**src/rtl/kbd_pkg.sv**
```systemverilog
`default_nettype none
// ============================================================================
// Module      : kbd_pkg
// Description : Shared constants and types for the PS/2 keyboard controller.
// Revision    : 1.0 - initial release
// ============================================================================
package kbd_pkg;

    localparam logic [1:0] c_st_idle   = 2'd0;
    localparam logic [1:0] c_st_shift  = 2'd1;
    localparam logic [1:0] c_st_parity = 2'd2;
    localparam logic [1:0] c_st_stop   = 2'd3;

    typedef enum logic [1:0] {
        ST_IDLE   = c_st_idle,
        ST_SHIFT  = c_st_shift,
        ST_PARITY = c_st_parity,
        ST_STOP   = c_st_stop
    } rx_state_t;

    localparam int c_stat_ne      = 0;
    localparam int c_stat_full    = 1;
    localparam int c_stat_ovf     = 2;
    localparam int c_stat_err     = 3;
    localparam int c_stat_cnt_lsb = 4;

    localparam logic c_reg_data   = 1'b0;
    localparam logic c_reg_status = 1'b1;

    localparam logic [3:0] c_kbd_window = 4'he;

    // PS/2 uses odd parity over the 8 data bits plus the parity bit
    function automatic logic odd_parity_ok(input logic [7:0] d, input logic p);
        return ^{d, p};
    endfunction

endpackage
`default_nettype wire

```
**src/rtl/sync_fifo.sv**
```systemverilog
`default_nettype none
// ============================================================================
// Module      : sync_fifo
// Description : Single-clock FIFO with occupancy count; push and pop may
//               coincide at any fill level, including full.
// Revision    : 1.0 - initial release
// ============================================================================
module sync_fifo #(
    parameter int WIDTH = 8,
    parameter int AW    = 4
) (
    input  logic             clk,
    input  logic             rst,
    input  logic             push,
    input  logic [WIDTH-1:0] din,
    input  logic             pop,
    output logic [WIDTH-1:0] dout,
    output logic [AW:0]      count,
    output logic             full,
    output logic             empty
);

    localparam int c_depth = 2 ** AW;

    logic [WIDTH-1:0] r_mem [c_depth];
    logic [AW-1:0]    r_wptr;
    logic [AW-1:0]    r_rptr;
    logic [AW:0]      r_count;
    logic             w_do_pop;
    logic             w_do_push;

    assign empty     = (r_count == '0);
    assign full      = (r_count == {1'b1, {AW{1'b0}}});
    assign w_do_pop  = pop & ~empty;
    // A full FIFO can still accept a push when a pop frees a slot this cycle
    assign w_do_push = push & (~full | w_do_pop);
    assign dout      = r_mem[r_rptr];
    assign count     = r_count;

    always_ff @(posedge clk) begin
        if (w_do_push) r_mem[r_wptr] <= din;
    end

    always_ff @(posedge clk or negedge rst) begin
        if (!rst) begin
            r_wptr  <= '0;
            r_rptr  <= '0;
            r_count <= '0;
        end else begin
            if (w_do_push) r_wptr <= r_wptr + 1'b1;
            if (w_do_pop)  r_rptr <= r_rptr + 1'b1;
            case ({w_do_push, w_do_pop})
                2'b10:   r_count <= r_count + 1'b1;
                2'b01:   r_count <= r_count - 1'b1;
                default: r_count <= r_count;
            endcase
        end
    end

endmodule
`default_nettype wire

```
**src/rtl/kbd_ctrl.sv**
```systemverilog
`default_nettype none
// ============================================================================
// Module      : kbd_ctrl
// Description : PS/2 keyboard receiver with scancode FIFO, DATA/STATUS
//               registers and a level interrupt while bytes are pending.
// Revision    : 1.0 - initial release
// ============================================================================
module kbd_ctrl
    import kbd_pkg::*;
#(
    parameter int FIFO_AW     = 4,
    parameter int FILTER_LEN  = 4,
    parameter int TIMEOUT_CYC = 200000
) (
    input  logic        clk_pipeline,
    input  logic        rst,
    input  logic        ps2_clk,
    input  logic        ps2_data,
    input  logic        cs,
    input  logic        reg_sel,
    input  logic        rd_en,
    input  logic        wr_en,
    input  logic [31:0] wr_data,
    output logic [31:0] rd_data,
    output logic        irq,
    output logic [1:0]  dbg_state
);

    localparam int c_fw   = $clog2(FILTER_LEN + 1);
    localparam int c_wd_w = $clog2(TIMEOUT_CYC + 1);

    logic r_clk_s1, r_clk_s2, r_dat_s1, r_dat_s2;
    logic r_clk_f, r_clk_f_d;
    logic [c_fw-1:0] r_fcnt;
    logic w_fall;

    rx_state_t r_state, w_state_n;
    logic [2:0]        r_bitcnt, w_bitcnt_n;
    logic [7:0]        r_shift,  w_shift_n;
    logic              r_par,    w_par_n;
    logic [c_wd_w-1:0] r_wd,     w_wd_n;
    logic              w_push, w_frame_err, w_timeout;

    logic r_pop_req_d, r_ovf, r_err;
    logic w_pop_req, w_pop, w_stat_wr;
    logic [7:0]         w_head;
    logic [FIFO_AW:0]   w_count;
    logic               w_full, w_empty, w_not_empty;
    logic               w_unused;

    // Synchronisers and glitch filter idle high, matching an idle PS/2 bus
    always_ff @(posedge clk_pipeline or negedge rst) begin
        if (!rst) begin
            r_clk_s1  <= 1'b1;
            r_clk_s2  <= 1'b1;
            r_dat_s1  <= 1'b1;
            r_dat_s2  <= 1'b1;
            r_clk_f   <= 1'b1;
            r_clk_f_d <= 1'b1;
            r_fcnt    <= '0;
        end else begin
            r_clk_s1  <= ps2_clk;
            r_clk_s2  <= r_clk_s1;
            r_dat_s1  <= ps2_data;
            r_dat_s2  <= r_dat_s1;
            r_clk_f_d <= r_clk_f;
            if (r_clk_s2 == r_clk_f) begin
                r_fcnt <= '0;
            end else if (r_fcnt == c_fw'(FILTER_LEN - 1)) begin
                r_clk_f <= r_clk_s2;
                r_fcnt  <= '0;
            end else begin
                r_fcnt <= r_fcnt + 1'b1;
            end
        end
    end

    assign w_fall = r_clk_f_d & ~r_clk_f;

    always_ff @(posedge clk_pipeline or negedge rst) begin
        if (!rst) begin
            r_state  <= ST_IDLE;
            r_bitcnt <= '0;
            r_shift  <= '0;
            r_par    <= 1'b0;
            r_wd     <= '0;
        end else begin
            r_state  <= w_state_n;
            r_bitcnt <= w_bitcnt_n;
            r_shift  <= w_shift_n;
            r_par    <= w_par_n;
            r_wd     <= w_wd_n;
        end
    end

    always_comb begin
        w_state_n   = r_state;
        w_bitcnt_n  = r_bitcnt;
        w_shift_n   = r_shift;
        w_par_n     = r_par;
        w_wd_n      = '0;
        w_push      = 1'b0;
        w_frame_err = 1'b0;
        w_timeout   = 1'b0;
        if (r_state != ST_IDLE && !w_fall) w_wd_n = r_wd + 1'b1;
        case (r_state)
            ST_IDLE: begin
                if (w_fall && !r_dat_s2) begin
                    w_state_n  = ST_SHIFT;
                    w_bitcnt_n = '0;
                end
            end
            ST_SHIFT: begin
                if (w_fall) begin
                    w_shift_n  = {r_dat_s2, r_shift[7:1]};
                    w_bitcnt_n = r_bitcnt + 1'b1;
                    if (r_bitcnt == 3'd7) w_state_n = ST_PARITY;
                end
            end
            ST_PARITY: begin
                if (w_fall) begin
                    w_par_n   = r_dat_s2;
                    w_state_n = ST_STOP;
                end
            end
            ST_STOP: begin
                if (w_fall) begin
                    w_state_n = ST_IDLE;
                    if (r_dat_s2 && odd_parity_ok(r_shift, r_par)) w_push = 1'b1;
                    else                                            w_frame_err = 1'b1;
                end
            end
            default: w_state_n = ST_IDLE;
        endcase
        if (r_state != ST_IDLE && !w_fall && r_wd == c_wd_w'(TIMEOUT_CYC - 1)) begin
            w_state_n = ST_IDLE;
            w_timeout = 1'b1;
            w_wd_n    = '0;
        end
    end

    // Pops fire only on the rising edge of the request so stalled reads pop once
    assign w_pop_req   = cs & rd_en & (reg_sel == c_reg_data);
    assign w_pop       = w_pop_req & ~r_pop_req_d & w_not_empty;
    assign w_stat_wr   = cs & wr_en & (reg_sel == c_reg_status);
    assign w_not_empty = ~w_empty;

    sync_fifo #(
        .WIDTH (8),
        .AW    (FIFO_AW)
    ) u_fifo (
        .clk   (clk_pipeline),
        .rst   (rst),
        .push  (w_push),
        .din   (r_shift),
        .pop   (w_pop),
        .dout  (w_head),
        .count (w_count),
        .full  (w_full),
        .empty (w_empty)
    );

    always_ff @(posedge clk_pipeline or negedge rst) begin
        if (!rst) begin
            r_pop_req_d <= 1'b0;
            r_ovf       <= 1'b0;
            r_err       <= 1'b0;
        end else begin
            r_pop_req_d <= w_pop_req;
            r_ovf <= (w_push & w_full & ~w_pop)
                   | (r_ovf & ~(w_stat_wr & wr_data[c_stat_ovf]));
            r_err <= (w_frame_err | w_timeout)
                   | (r_err & ~(w_stat_wr & wr_data[c_stat_err]));
        end
    end

    always_comb begin
        rd_data = '0;
        if (cs) begin
            if (reg_sel == c_reg_data) begin
                if (w_not_empty) rd_data[7:0] = w_head;
            end else begin
                rd_data[c_stat_ne]                       = w_not_empty;
                rd_data[c_stat_full]                     = w_full;
                rd_data[c_stat_ovf]                      = r_ovf;
                rd_data[c_stat_err]                      = r_err;
                rd_data[c_stat_cnt_lsb +: FIFO_AW + 1]   = w_count;
            end
        end
    end

    assign irq       = w_not_empty;
    assign dbg_state = r_state;
    assign w_unused  = ^{wr_data[31:4], wr_data[1:0]};

endmodule
`default_nettype wire
```
**config.mk**
```make
export PLATFORM = sky130hd
export DESIGN_NAME = kbd_ctrl
export DESIGN_NICKNAME = d
export VERILOG_FILES = /design/src/rtl/kbd_pkg.sv /design/src/rtl/sync_fifo.sv /design/src/rtl/kbd_ctrl.sv
export SDC_FILE = /design/constraint.sdc
export NUM_CORES = 1
export LEC_CHECK = 0
export CAP_MARGIN = 25
export CELL_PAD_IN_SITES_DETAIL_PLACEMENT = 0
export CELL_PAD_IN_SITES_GLOBAL_PLACEMENT = 1
export CORE_MARGIN = 5
export CORE_UTILIZATION = 50
export CTS_CLUSTER_DIAMETER = 200
export DETAILED_ROUTE_END_ITERATION = 8
export PLACE_DENSITY_LB_ADDON = 0.25
export SLEW_MARGIN = 20
export SYNTH_ARGS = -nofsm -noshare
export SYNTH_HDL_FRONTEND = slang
export SYNTH_SLANG_ARGS = --single-unit
```
**constraint.sdc**
```tcl
create_clock -name clk_pipeline -period 7.64 [get_ports clk_pipeline]
set_input_delay 1.146 -clock clk_pipeline [delete_from_list [all_inputs] [get_ports clk_pipeline]]
set_output_delay 1.146 -clock clk_pipeline [all_outputs]
set_load 0.01 [all_outputs]
```
==> run metrics <==
status=complete, no violations; post-route design area=roughly 8900 um2; RR Endpoint=u_fifo.count[4]$_DFFE_PN0P_; via/cell ratio=5.46; asr flop ratio synth=0.308; Max Slew Vio Count=0; Power Internal=2150 uW; clock network latency to the later pin of the worst-skew pair=0.43 ns; number of remaining DRC errors=0; top cells by area, synth=edfxtp_1, dfrtp_1, mux4_2; CTS tree=done; final worst slack=3.11 ns; CTS Buffer Depth=2; Place WS=around 3.5 ns; Post-Route Setup TNS=0 ns; # setup viols final=0; syn avg cell area=16.0 um2; leak pwr=0.00337 uW; router iterations before antenna repair=4; VDD IR max=0.166 mV; DR vias=4118; leading area contributor after synthesis=edfxtp_1; Multi-input gate area=roughly 2500 um2; launching point of the worst reg2reg path=r_shift[4]$_DFFE_PN0P_; Required @ worst endpoint=between 6 and 7 ns; Port Buf Inserts=21; first-pass GRT wire length=24.2 mm; number of synthesized flops with an enable pin=128; FF-to-FF setup slack=approximately 3.9 ns; Seq pwr share=0.446; Arrival @ worst endpoint=between 3 and 4 ns; Synth cell types=between 40 and 50; Final ANT Viol Nets=0; layout cells sized above 1=0.178; Total GRT Usage=0.176; sw frac=0.305; clock-pin slew on the worst setup and hold paths=~0.070 ns; CTS sink count=185; startpoint types=flop; Hold Path Depth=0; vias in the first global route=approximately 4300; core box area=about 16000 um2; crit end category=primary output; Post-DP Area=8330 um2; clock power share=0.295; register area share after synthesis=0.659; Routability Congestion=0.762; f_max=221 MHz; Num CTS Buffers=17; Fin. Hold Viols=0; Power Total=3090 uW; wire per inst=19.9 um; YS warnings=0; nets@finish=583; register area=5280 um2; #FFs+latches synth=roughly 190; net switching power=around 940 uW; Post-Syn Area=roughly 8000 um2; Gate power share=0.259; Post-CTS Resized=0; cts hold-fix bufs=0; clk root buf=clkbuf_16; cells after synthesis=502; Die W=137 um; CP Max Fanout=27; Die Y-Extent=137 um; Ports=75; fillers=1254; final instance count without filler cells=754; initial antenna violation count=0; drt total wl=15.0 mm; crit path time final=4.53 ns; Hold Path Sink=r_clk_s2$_DFF_PN1_; antenna cell count=0; htree depth=4; WS Path Type=flop to primary output; largest net degree at the start of global routing=just under 60; Worst slew margin=0.464; Worst Skew=0.00841 ns; hold path start=r_clk_s1$_DFF_PN1_; DPL Wire Length=9.75 mm; main flop type after synthesis=edfxtp_1; Die Footprint=18700 um2; Rows=between 40 and 50; Power Dens Cells=346 nW/um2; max_cap viols=0; period utilization=0.592; grt total ovfl=0; starting DRC count in detailed routing=~310; worst slew pin tran=0.803 ns; post-CTS setup repair buffer count=0; Min-Delay Path Class=flop to flop; Initial Util=0.506; reg2reg path depth=12; post-synth top area share=0.480; area grow syn2layout=11.6%; cell count after placement=between 700 and 800; RSZ-0062 raised after global routing=false
==> per-layer routing <==
layer | wire length, um | vias up | GRT usage
li1 | - | 1908 | -
met1 | 6520 | 2095 | 0.242
met2 | 7490 | 102 | 0.278
met3 | 798 | 13 | 0.0463
met4 | 166 | 0 | 0.0521
met5 | 0 | - | 0
==> power groups by stage <==
stage | registers (uW) | clock network (uW) | logic, uW
2_1_floorplan | 1330 | 0 | 636
3_3_place_gp | 1390 | 0 | 793
3_5_place_dp | 1400 | 0 | 814
4_1_cts | 1380 | 934 | 816
5_1_grt | 1400 | 977 | 888
6_report | 1380 | 912 | 799
==> placed cells by master, fill, tap and decap left out, drive strengths merged, types with 7 or more instances in the layout <==
cell	count
a221oi	7
a22o	7
and2	8
and3	17
clkbuf	18
clkdlybuf4s50	20
conb	23
dfrtp	51
edfxtp	128
ha	17
inv	15
mux2	13
mux4	32
nand2	23
nand3	13
nand4	8
nor2	25
nor2b	7
nor3	7
o21ai	14
xnor2	15
xor2	19
==> registers in the layout, indices dropped and copies added, names as in the netlist, 2 cells and up <==
register and flops:
u_fifo.r_mem 128, r_wd 18, r_shift 8, u_fifo.count 5, u_fifo.r_rptr 4, u_fifo.r_wptr 4
r_bitcnt 3, r_fcnt 3, dbg_state 2
==> logic make-up after synthesis <==
family          Yosys count  synth area share
xor+xnor                 35            0.0420
mux                      47             0.111
fa+ha+maj                18            0.0291
flops                   185             0.659
simple gates            123            0.0847
buf+inv                  50            0.0370
compound gates           43            0.0372
other cells               1          0.000468
==> worst max path at each step <==
| stage | start | endpoint | depth (start not counted) |
|---|---|---|---|
| after floorplan | reg_sel | u_fifo.count[4]$_DFFE_PN0P_ | 12 |
| after global placement | u_fifo.r_rptr[0]$_DFFE_PN0P_ | rd_data[4] | 6 |
| after detailed placement | u_fifo.r_rptr[0]$_DFFE_PN0P_ | rd_data[4] | 6 |
| after CTS | u_fifo.r_rptr[0]$_DFFE_PN0P_ | rd_data[4] | 6 |
| after global routing | u_fifo.r_rptr[0]$_DFFE_PN0P_ | rd_data[4] | 6 |
| final | u_fifo.r_rptr[0]$_DFFE_PN0P_ | rd_data[4] | 6 |
==> cells in the mapped netlist (2+ instances only) <==
cell,count
and3_1,13
mux2i_1,2
mux4_2,32
nand4bb_1,3
and2_1,8
and4_1,2
a211oi_1,2
nand4_1,8
nor3_1,7
nand2b_1,2
a221oi_1,7
dfstp_2,6
buf_4,25
nand3_1,13
and2b_1,2
nand2_1,23
nor2_1,25
mux2_2,13
edfxtp_1,128
a22o_1,7
clkbuf_1,10
xnor2_1,13
and3_2,4
a21oi_1,6
dfrtp_1,51
xor2_1,19
xnor2_2,2
ha_1,17
o21ai_0,13
nor2b_1,7
buf_2,6
nand3b_1,2
a21o_1,2
a32o_1,2
inv_1,8
==> cell type report <==
cell class / instances / share of cell area
multi-input combinational: 289 / 0.282
timing repair buffer: 24 / 0.0255
sequential: 185 / 0.590
inverter: 8 / 0.00336
clock buffer: 18 / 0.0480
tap: 216 / 0.0302
clock inverter: 14 / 0.0207
==> per-stage QoR <==
stage	utilization	hold slack [ns]
6_report	0.565	0.358
5_1_grt	0.565	0.361
4_1_cts	0.565	0.360
3_5_place_dp	0.526	0.350
3_3_place_gp	0.526	0.346
2_1_floorplan	-	0.345
==> critical path: stages (launching register included) <==
cell	delay (ns)
dfrtp_2	0.55
buf_4	0.51
mux4_2	0.57
a22o_1	0.26
a221oi_1	0.39
o21ai_0	0.15
clkdlybuf4s50_1	0.50
(Power assumes the default switching activity.)
==> edit, RTL diff (config.mk and constraints unchanged) <==
Set the parameter `TIMEOUT_CYC` to 100000 (it was 200000).
--- a/src/rtl/kbd_ctrl.sv
+++ b/src/rtl/kbd_ctrl.sv
@@ -12,3 +12,3 @@
     parameter int FILTER_LEN  = 4,
-    parameter int TIMEOUT_CYC = 200000
+    parameter int TIMEOUT_CYC = 100000
 ) (
Check against the original RTL: same outputs for any inputs over 10 cycles, from zero or initial values and one cycle with rst low; that may be too few to reach the edited logic, so the function may still have changed.
==> edit against the unedited design <==
  * Design area down 0.32%
  * Total power up 1.2%
  * Combinational power is 2% higher
  * First-iteration DRC count decreased by 5.5%
  * Final cell count increased by 0.93%
  * Global-route usage decreased by 0.29 points
  * Count of clock-buffer cells in the layout unchanged
  * Non-clock buffer count is the same
  * Wire length is 0.31% lower
  * Die area fell by 0.64%
  * Setup slack got worse by 0.15 ns
  * Area after synthesis down 0.69%
  * Sequential cell count down 1
==> edit: results (changes against the unedited design) <==
- Routability cong.: 0.804 (was 0.762)
- Layout cell share with drive strength beyond 1: 15.0% (was 17.8%)
- Dpl cell area: 8290 µm² (was 8330 µm²)
- Met2 usage: 27.4% (was 27.8%)
- Total GRT Usage: 17.3% (was 17.6%)
- Synth Area in Adders: 2.93% (was 2.91%)
- Final WL: 14900 µm (was 15000 µm)
- Post-Synth XOR/XNOR Area: 4.03% (was 4.20%)
- Via/cell ratio: 5.45 (was 5.46)
- Vias in the first global route: 4190 (was 4284)
- Register share of total power: 44.4% (was 44.6%)
- WL met1: 6630 µm (was 6520 µm)
- DR iter-0 viols: 292 (was 309)
- Clock skew: 0.00762 ns (was 0.00841 ns)
- Switching power: 955 µW (was 941 µW)
- Slew headroom: 50.2% (was 46.4%)
- Dominant cells by area after synthesis: edfxtp_1, dfrtp_1, mux4_2 (unchanged)
- Post-Place Cells: 729 (was 722)
- Status: complete, no violations (unchanged)
- Drt pass-1 iters: 5 (was 4)
- Core footprint: 15800 µm² (about the same)
- Largest net degree at the start of global routing: 57 (was 58)
- CP peak stage delay: 0.68 ns (was 0.57 ns)
- Nets@finish: 590 (was 583)
- Peak VDD IR: 0.180 mV (was 0.166 mV)
- Non-filler instance count after layout: 761 (was 754)
- Grt met3 use: 4.44% (was 4.63%)
- P_clk: 924 µW (was 912 µW)
- Mean post-synth cell area: 15.7 µm² (was 16.0 µm²)
- WL met2: 7270 µm (was 7490 µm)
- Post-route cell area: 8910 µm² (was 8940 µm²)
- Compound-Gate Fraction of Synth Area: 3.59% (was 3.72%)
- Unique masters post-synth: 49 (was 47)
-- edit: final timing paths --
kind | slack, ns | startpoint | endpoint
setup / recovery | 2.96 | u_fifo.r_rptr[0]$_DFFE_PN0P_ | rd_data[4]
hold / removal | 0.36 | r_clk_s1$_DFF_PN1_ | r_clk_s2$_DFF_PN1_
setup reg to reg | 4.08 | r_shift[7]$_DFFE_PN0P_ | u_fifo.count[4]$_DFFE_PN0P_
hold reg to reg | 0.36 | r_clk_s1$_DFF_PN1_ | r_clk_s2$_DFF_PN1_
max in group asynchronous | 6.29 | rst | u_fifo.r_rptr[0]$_DFFE_PN0P_
min in group asynchronous | 0.84 | rst | u_fifo.count[1]$_DFFE_PN0P_
-- edit: area by class of cell --
class,count,area share [%]
clock buffers,18,4.82
clock inverters,14,2.20
multi-input cells,291,27.8
well taps,216,3.03
inverters,14,0.590
repair buffers,24,2.56
flip-flops and latches,184,59.0
